[src/rtl/mem_inc.sv]
// Shared definitions for the unified memory block and its arbiter.
// Provides the architectural register type, access-size encoding, the
// mem params bus payload and the valid byte range of the memory.
package mem_inc;

  localparam int unsigned XLEN      = 32;
  localparam int unsigned MEM_BYTES = 64 * 1024 * 1024;

  typedef logic [XLEN-1:0] arch_reg;

  typedef enum logic [1:0] {
    BYTE = 2'b00,
    HALF = 2'b01,
    WORD = 2'b10,
    RSVD = 2'b11
  } access_size_t;

  typedef struct packed {
    logic         read_write;       // 1 = read, 0 = write
    access_size_t access_size;
    logic         unsigned_access;  // 1 = zero-extend loads
  } mem_params_t;

  // Instruction fetch is always an unsigned word read.
  localparam mem_params_t FETCH_PARAMS = '{read_write: 1'b1, access_size: WORD, unsigned_access: 1'b1};
  // Harmless read presented whenever nothing legal is granted.
  localparam mem_params_t IDLE_PARAMS  = '{read_write: 1'b1, access_size: WORD, unsigned_access: 1'b1};

  // Number of bytes touched by an access; RSVD is rejected elsewhere.
  function automatic logic [2:0] access_bytes(input access_size_t size);
    case (size)
      BYTE:    access_bytes = 3'd1;
      HALF:    access_bytes = 3'd2;
      default: access_bytes = 3'd4;
    endcase
  endfunction

endpackage

[src/rtl/mem_align_check.sv]
// Combinational legality check for one memory access.
// Ports: address (byte address), access_size (BYTE/HALF/WORD/RSVD),
//        err (misaligned, reserved size or beyond the memory range).
module mem_align_check
  import mem_inc::*;
#(
  parameter int unsigned MEM_BYTES = mem_inc::MEM_BYTES
) (
  input  arch_reg      address,
  input  access_size_t access_size,
  output logic         err
);

  // One extra bit so address + size cannot wrap around 2^32.
  localparam int unsigned EXT_W = XLEN + 1;

  logic             misaligned;
  logic             reserved;
  logic             out_of_range;
  logic [EXT_W-1:0] end_addr;

  always_comb begin
    misaligned = 1'b0;
    reserved   = 1'b0;
    case (access_size)
      BYTE:    misaligned = 1'b0;
      HALF:    misaligned = address[0];
      WORD:    misaligned = |address[1:0];
      default: reserved   = 1'b1;
    endcase
    end_addr     = EXT_W'(address) + EXT_W'(access_bytes(access_size));
    out_of_range = end_addr > EXT_W'(MEM_BYTES);
    err          = misaligned | reserved | out_of_range;
  end

endmodule

[src/rtl/mem_arbiter.sv]
// Shares the unified mem block between instruction fetch and the LSU.
// Ports:
//   clock, reset                 - clock, synchronous active-high reset
//   if_req_*/if_rsp_*            - fetch request handshake and response pulse
//   d_req_*/d_rsp_*              - load/store request handshake and response
//   mem_address/data_in/params   - drive to mem, mem_data_out read back
// Data has priority; fetch is forced after STARVE_LIMIT consecutive data
// wins while it waited. Illegal accesses never reach mem as writes.
module mem_arbiter
  import mem_inc::*;
#(
  parameter int unsigned STARVE_LIMIT = 4,
  parameter int unsigned MEM_BYTES    = mem_inc::MEM_BYTES
) (
  input  logic        clock,
  input  logic        reset,
  input  logic        if_req_valid,
  output logic        if_req_ready,
  input  arch_reg     if_addr,
  output logic        if_rsp_valid,
  output arch_reg     if_rsp_data,
  output logic        if_rsp_err,
  input  logic        d_req_valid,
  output logic        d_req_ready,
  input  arch_reg     d_addr,
  input  arch_reg     d_wdata,
  input  mem_params_t d_params,
  output logic        d_rsp_valid,
  output arch_reg     d_rsp_data,
  output logic        d_rsp_err,
  output arch_reg     mem_address,
  output arch_reg     mem_data_in,
  input  arch_reg     mem_data_out,
  output mem_params_t mem_params
);

  localparam int unsigned CNT_W = (STARVE_LIMIT < 1) ? 1 : $clog2(STARVE_LIMIT + 1);

  logic [CNT_W-1:0] starve_cnt;
  logic             starved;
  logic             grant_if;
  logic             grant_d;
  arch_reg          sel_addr;
  access_size_t     sel_size;
  logic             sel_err;

  // Grant selection: depends on request valids and the counter only.
  always_comb begin
    starved  = if_req_valid && (starve_cnt == CNT_W'(STARVE_LIMIT));
    grant_d  = !reset && d_req_valid && !starved;
    grant_if = !reset && if_req_valid && (!d_req_valid || starved);
  end

  assign if_req_ready = grant_if;
  assign d_req_ready  = grant_d;

  // Counts data wins while fetch waits; saturates at the limit.
  always_ff @(posedge clock) begin
    if (reset) begin
      starve_cnt <= '0;
    end else if (!if_req_valid || grant_if) begin
      starve_cnt <= '0;
    end else if (grant_d && (starve_cnt != CNT_W'(STARVE_LIMIT))) begin
      starve_cnt <= starve_cnt + CNT_W'(1);
    end
  end

  // Single legality check on the granted request.
  always_comb begin
    sel_addr = grant_if ? if_addr : d_addr;
    sel_size = grant_if ? WORD : d_params.access_size;
  end

  mem_align_check #(
    .MEM_BYTES (MEM_BYTES)
  ) u_align (
    .address     (sel_addr),
    .access_size (sel_size),
    .err         (sel_err)
  );

  // Memory drive: only a legal granted request reaches mem.
  always_comb begin
    mem_address = '0;
    mem_data_in = '0;
    mem_params  = IDLE_PARAMS;
    if (grant_if && !sel_err) begin
      mem_address = if_addr;
      mem_params  = FETCH_PARAMS;
    end else if (grant_d && !sel_err) begin
      mem_address = d_addr;
      mem_data_in = d_wdata;
      mem_params  = d_params;
    end
  end

  // One-cycle response registers, captured at the edge ending the grant.
  always_ff @(posedge clock) begin
    if (reset) begin
      if_rsp_valid <= 1'b0;
      if_rsp_data  <= '0;
      if_rsp_err   <= 1'b0;
      d_rsp_valid  <= 1'b0;
      d_rsp_data   <= '0;
      d_rsp_err    <= 1'b0;
    end else begin
      if_rsp_valid <= grant_if;
      if_rsp_data  <= (grant_if && !sel_err) ? mem_data_out : '0;
      if_rsp_err   <= grant_if && sel_err;
      d_rsp_valid  <= grant_d;
      d_rsp_data   <= (grant_d && !sel_err && d_params.read_write) ? mem_data_out : '0;
      d_rsp_err    <= grant_d && sel_err;
    end
  end

endmodule
[config.mk]
export PLATFORM = sky130hd
export DESIGN_NAME = mem_arbiter
export DESIGN_NICKNAME = d
export VERILOG_FILES = /design/src/rtl/mem_inc.sv /design/src/rtl/mem_align_check.sv /design/src/rtl/mem_arbiter.sv
export SDC_FILE = /design/constraint.sdc
export NUM_CORES = 1
export LEC_CHECK = 0
export CORE_ASPECT_RATIO = 0.9
export CORE_MARGIN = 4
export CORE_UTILIZATION = 39
export DETAILED_ROUTE_END_ITERATION = 16
export HOLD_SLACK_MARGIN = 0.05
export PLACE_DENSITY_LB_ADDON = 0.08
export SYNTH_ARGS = -nofsm -noshare
export SYNTH_HDL_FRONTEND = slang
export SYNTH_SLANG_ARGS = --single-unit
[constraint.sdc]
create_clock -name clock -period 7.78 [get_ports clock]
set_input_delay 1.167 -clock clock [delete_from_list [all_inputs] [get_ports clock]]
set_output_delay 1.167 -clock clock [all_outputs]
set_load 0.005 [all_outputs]
Yosys cells after proc, flatten, opt, wreduce, memory -nomap -nowiden
Index checks and enable logic that the tools add are counted.
- flip-flop bits (word level): 71
- memories: 0
- word-level logic and storage cells: 53
- output and inout bits: 138
- latch bits: 0
- RAM bits: 0
- memory bits (read-only): 0
- input bits: 136
- reduce and logical (&&, ||, !) cells: 24
- divide/modulo/power cells: 0
- equality and inequality tests: 4
- magnitude comparators: 1
- $add $sub $neg: 2
- multipliers: 0
- bitwise gates (word level): 4
- multiplexer cells: 11
- shifts and indexed selects: 0
- operators by type and width (cell ; number):
    two-way mux 32 bit ; 5
    adder 32 x 3 -> 33 bit ; 1
    > comparator 33 x 27 -> 1 bit, second input constant ; 1
    logical AND 1 bit ; 11
    two-way mux 4 bit ; 2
    OR reduction 2 bit ; 4
    one-hot mux 3 bit (2 select lines) ; 1
    logical NOT 1 bit ; 5
    adder 3 x 1 -> 3 bit, second input constant ; 1
    equality test 3 bit, second input constant ; 1
    != test 3 bit, second input constant ; 1
    OR reduction 3 bit ; 1
    equality test 2 x 1 -> 1 bit, second input constant ; 1
    equality test 2 bit, second input constant ; 1
    logical NOT 2 bit ; 1
    logical OR 1 bit ; 2
    two-way mux 2 bit ; 1
    NOT 1 bit ; 2
    bitwise OR 1 bit ; 2
    one-hot mux 1 bit (2 select lines) ; 1
    two-way mux 1 bit ; 1

Logic depth before layout (Yosys ltp)
- word-level depth: 15
- depth in mapped cells: 27
- gate-level depth less buffers: 18

Cells and area by module
From an unflattened synthesis, not the netlist that was laid out.
- cell total of the unflattened synthesis: 401
- area, all modules: 3828.7 sq um
- by module, submodules not included (module ; times used ; cells each ; area an instance (sq um) ; sequential area each (sq um)):
    mem_arbiter ; 1 ; 280 ; 2974.1 ; 1421.4
    mem_align_check ; 1 ; 121 ; 854.6 ; 0.0

Worst setup path before layout
Ideal clock, no wire load.
- path type: input-to-output
- from: in d_req_valid
- to: out mem_address[10]
- setup slack: 0.503 ns
- arrival time: 6.110 ns
- cell stages on the path: 24
- buffers on the path: 8
- data required time: 6.613 ns
- cell sequence: a21bo_2 > buf_2 > nand2_1 > inv_2 > buf_2 > buf_1 > clkbuf_1 > clkbuf_1 > nor2_1 > ha_1 > ha_1 > fa_1 > a21oi_1 > or4b_1 > or3_1 > buf_4 > a2111oi_0 > xor2_1 > mux2i_1 > a21boi_2 > a2111oi_4 > clkbuf_2 > buf_4 > nor2b_1
- word-level cells in the longest chain between the ends: 13
- elaborated cells on any way between the ends: 24
- those cells by class: add/sub (1); order compare (1); eq/ne (2); mux (7); bitwise (2); reduce/logical (11)
- RTL lines (what ; line ; source):
    start: declaration ; mem_arbiter.sv:23 ; input logic d_req_valid,
    logical NOT 1 bit * ; mem_arbiter.sv:51 ; grant_if = !reset && if_req_valid && (!d_req_valid || starved);
    logical OR 1 bit * ; mem_arbiter.sv:51 ;
    logical AND 1 bit * ; mem_arbiter.sv:51 ;
    named net if_req_ready ; mem_arbiter.sv:18 ; output logic if_req_ready,
    two-way mux 2 bit ; mem_arbiter.sv:71 ; sel_size = grant_if ? WORD : d_params.access_size;
    equality test 2 x 1 -> 1 bit, or another cell as far along ; mem_inc.sv:31, mem_align_check.sv:25 ;
    one-hot mux 3 bit (2 select lines) / OR reduction 3 bit (equally long branches) ; - ;
    adder 32 x 3 -> 33 bit / two-way mux 1 bit (equally long branches) ; mem_align_check.sv:31, mem_align_check.sv:25 ;
    > comparator 33 x 27 -> 1 bit / bitwise OR 1 bit (equally long branches) ; mem_align_check.sv:32, mem_align_check.sv:33 ;
    bitwise OR 1 bit ; mem_align_check.sv:33 ; err = misaligned | reserved | out_of_range;
    logical NOT 1 bit ; mem_arbiter.sv:87, mem_arbiter.sv:90 ;
    logical AND 1 bit ; mem_arbiter.sv:90 ; end else if (grant_d && !sel_err) begin
    two-way mux 32 bit ; mem_arbiter.sv:90 ;
    two-way mux 32 bit * ; mem_arbiter.sv:87 ; if (grant_if && !sel_err) begin
    end: declaration ; mem_arbiter.sv:31 ; output arch_reg mem_address,
Mark *: on every way through the listed nets, which the timed path passes. The rest lies on a longest branch.

Final worst setup path
- from: in if_req_valid
- to: out mem_address[1]
- word-level cells in the longest chain between the ends: 13
- elaborated cells on any way between the ends: 25
- those cells by class: add/sub (1); order compare (1); eq/ne (2); mux (7); bitwise (2); reduce/logical (12)
- RTL lines (what ; line ; source):
    start: declaration ; mem_arbiter.sv:17 ; input logic if_req_valid,
    logical AND 1 bit ; mem_arbiter.sv:49 ; starved = if_req_valid && (starve_cnt == CNT_W'(STARVE_LIMIT));
    logical OR 1 bit ; mem_arbiter.sv:51 ;
    logical AND 1 bit ; mem_arbiter.sv:51 ;
    two-way mux 2 bit ; mem_arbiter.sv:71 ;
    equality test 2 x 1 -> 1 bit, or another cell as far along ; mem_inc.sv:31, mem_align_check.sv:25 ;
    one-hot mux 3 bit (2 select lines) / OR reduction 3 bit (equally long branches) ; - ;
    adder 32 x 3 -> 33 bit / two-way mux 1 bit (equally long branches) ; mem_align_check.sv:31, mem_align_check.sv:25 ;
    > comparator 33 x 27 -> 1 bit / bitwise OR 1 bit (equally long branches) ; mem_align_check.sv:32, mem_align_check.sv:33 ;
    bitwise OR 1 bit ; mem_align_check.sv:33 ;
    logical NOT 1 bit ; mem_arbiter.sv:87, mem_arbiter.sv:90 ;
    logical AND 1 bit ; mem_arbiter.sv:90 ;
    two-way mux 32 bit ; mem_arbiter.sv:90 ;
    two-way mux 32 bit * ; mem_arbiter.sv:87 ;
Every way passes the cells marked *; elsewhere a longest branch is shown, timed or not.

==> results.py <==
metrics = {
    "cells_and_area": {
        "antenna_cells": 0,
        "drive_gt1_frac": 0.06281,
        "areaGrowthSynthToFinish_pct": 67.40,
        "nNetsFinal": 954,
        "finish.utilization": 0.6739,
    },
    "synth": {
        "async_reset_ff_frac": 0,
        "synth_cells": 560,
        "synth-adder-area-share": 0.03128,
        "synth_top_family_by_area": "simple AND/OR/NAND/NOR gates",
        "synthesis.area_sq_um": 4641,
        "syn_avg_cell_area_sq_um": 8.287,
        "muxShareOfSynthArea": 0.04341,
        "synth.distinct_cells": 63,
        "synth_xor_area_frac": 0.04152,
        "synth_compound_gate_area_share": 0.1620,
        "synth_ff_type": "dfxtp_1",
        "synth_simple_gate_area_share": 0.3486,
        "ys_seq_area_frac": 0.3063,
        "yosys_warnings": 0,
        "synth_edf_count": 0,
        "ys_ff_latch": 71,
    },
    "power": {
        "pwr-share-comb": 0.208,
        "p_seq_frac": 0.392,
        "cellLeakagePower_nw": 3.096,
        "ir_drop_uv": 72.87,
        "clkPwrFrac": 0.400,
        "power.total_uw": 933.7,
        "switchingPower_uw": 236.4,
        "power_density_nw_per_um2": 120.2,
        "p_int_uw": 697.3,
        "switching_share": 0.2531,
    },
    "place": {
        "pre_cts_ws_ns": -0.1208,
        "port_buffers": 268,
        "globalplace.congestion": 0.9493,
        "dp_hpwl_mm": 14.19,
    },
    "timing": {
        "fmax_mhz": 133.0,
        "fin_ws_ns": 0.2609,
        "setup_tns_ns": 0,
        "fin_crit_sh": 0.9665,
        "worst-slew-pin-transition_ns": 1.062,
        "setup_viol": 0,
        "maxSlewHeadroom": 0.2857,
        "whs_ns": 0.5429,
        "fin_worst_skew_ns": 0.004897,
        "layout_min_cycle_time_ns": 7.519,
        "rsz0062_at_grt": "false",
        "finalHoldViolCount": 0,
        "drv_slew": 0,
    },
    "floorplan": {
        "die_y_um": 111.5,
        "io_pins": 274,
        "initial_core_util": 0.4026,
        "core_sq_um": 11530,
        "num_rows": 37,
        "die_w_um": 123.0,
        "dieArea_sq_um": 13710,
    },
    "critical_path": {
        "crit_path_end_kind": "primary output",
        "path_max_fanout": 47,
        "cp-start-kind": "input pin",
        "path_cells": "clkdlybuf4s50_1, nor2b_2, nand2_1, buf_4, nand2_1, ha_1, ha_1, fa_2, a21oi_1, or4b_1, or3_4, a21o_1, or3_1, o211ai_1, a21boi_2, a2111oi_4, buf_4, buf_12, a21boi_1, clkdlybuf4s50_1",
        "cp_data_arrival_time_ns": 6.35,
        "required_ns": 6.61,
        "cpMaxStageDelayCell": "or4b_1",
        "reg2reg_depth": 20,
        "worstSetupPathType": "input pin to primary output",
        "critical_path.max_stage_delay_ns": 0.57,
        "r2r_slack_ns": 2.53,
    },
    "drt": {
        "totalWireLength_mm": 18.69,
        "vias_per_cell": 5.596,
        "postRouteAntennaNets": 0,
        "drtIter0Drc": 514,
        "via_count": 5417,
        "wl_per_cell_um": 19.31,
        "firstDrtPassIters": 7,
        "drc": 0,
    },
    "min_path": {
        "hold_path.class": "flip-flop to flip-flop",
        "whs_path_depth": 2,
    },
    "grt": {
        "antenna_found_initial": 0,
        "grt_pass1_wl_mm": 29.07,
        "grt.overflow.total": 0,
        "grt_pass1_vias": 5295,
        "grt_start_max_net_pins": 81,
        "grt.total_usage": 0.2631,
    },
    "clock_tree": {
        "cts_sinks": 71,
        "path_clk_slew_ns": 0.05,
        "clock_path_buffers": 2,
        "cts.htree.levels": 3,
        "cts_root_buf": "clkbuf_16",
        "insertion_delay_ns": 0.33,
        "cts_inserted_buffers": 9,
        "cts_tree": "built",
    },
    "status": {
        "status": "finished clean",
    },
    "run": {
        "max_cap_violations": 0,
    },
}
## layout by cell type, fill, tap and decap left out, types with 3 or more instances in the layout
cell	netlist	final
nor2_1	16	15
a21oi_1	16	16
a21bo_2	3	3
a21boi_1	5	5
xor2_1	12	12
nand2_1	48	48
o22ai_1	3	3
or3_1	5	4
mux2i_1	19	19
nand4_1	15	15
o21ai_0	5	5
nand3b_1	4	4
ha_1	10	9
clkdlybuf4s50_1	0	268
nor4_1	12	12
dfxtp_1	71	71
inv_1	8	8
a41oi_1	3	3
and3_1	74	74
a211oi_1	6	6
clkbuf_16	0	9
xnor2_1	10	10
and2_1	4	4
buf_4	12	16
nor2b_1	23	22
and4_1	34	34
nand3_1	18	18
a31oi_1	6	5
a21o_1	3	3
a22oi_1	21	21
nor3_1	12	12
conb_1	1	5
## critical path, delay by kind of cell
kind                     cells  cell delay [ns]
adder cells (fa/ha/maj)      3             0.62
buffers and inverters        5             1.58
AO/OA/AOI/OAI                6             1.15
AND/OR/NAND/NOR              6             1.82
## timing repair
item                       CTS  global route
pin swaps                    1             3
setup endpoints to repair   53            63
hold buffers                 0             0
cloned                       1             0
buffers inserted             2             2
gates resized for setup      3            11
## flip-flops by register name (all words and copies together), names as in the netlist
name	count
if_rsp_data	32
d_rsp_valid	1
starve_cnt	3
if_rsp_err	1
if_rsp_valid	1
d_rsp_err	1
d_rsp_data	32
## stage by stage
stage | instances | cell area, sq um
CTS | 966 | 7716
floorplan | 564 | 4656
finish | 968 | 7769
global placement | 947 | 7386
detailed placement | 947 | 7386
global route | 968 | 7769
## cell usage after synthesis, drive strengths merged, types with 16 or more instances
cell type	instances	area (sq um)
and4	34	297.8
and3	74	462.9
mux2i	19	190.2
nor2b	23	143.9
a22oi	21	157.7
nand2	48	180.2
clkbuf	26	98.84
nand4	16	106.4
nand3	18	90.09
a21oi	17	96.35
dfxtp	71	1421
buf	28	173.9
nor2	16	60.06
## worst paths after layout
path,to,start
worst max register to register,d_rsp_data[22]$_SDFF_PP0_,starve_cnt[0]$_SDFFE_PP0P_
worst max-delay path,mem_address[1],if_req_valid
worst min register to register,starve_cnt[0]$_SDFFE_PP0P_,starve_cnt[0]$_SDFFE_PP0P_
worst min-delay path,starve_cnt[0]$_SDFFE_PP0P_,starve_cnt[0]$_SDFFE_PP0P_
## per-layer routing
layer / track usage / share of wire / up-vias
li1: - / - / 2586
met1: 0.3470 / 0.42 / 2516
met2: 0.4310 / 0.47 / 284
met3: 0.05333 / 0.088 / 31
met4: 0.08266 / 0.025 / 0
met5: 0 / 0 / -
## area by class of cell
type,count,area [sq um]
Clock inverter,3,17.52
Sequential cell,71,1421
Fill cell,918,3759
Timing Repair Buffer,286,2855
Tap cell,156,195.2
Clock buffer,13,260.3
Multi-Input combinational cell,430,2985
Inverter,9,33.78
## power groups by stage
stage	clock network, mW	logic (mW)	registers (mW)
6_report	0.373	0.194	0.366
3_5_place_dp	0	0.190	0.374
5_1_grt	0.396	0.210	0.366
4_1_cts	0.378	0.191	0.366
3_3_place_gp	0	0.186	0.374
2_1_floorplan	0	0.0780	0.374
## logic make-up after synthesis
group                      Yosys count
other                                1
AOI/OAI and AO/OA                   99
buffers and inverters               63
xor gates and xnor gates            22
DFF                                 71
adders and majority gates           11
and+or+nand+nor                    273
muxes                               20
Power figures use the tool's default switching activity.
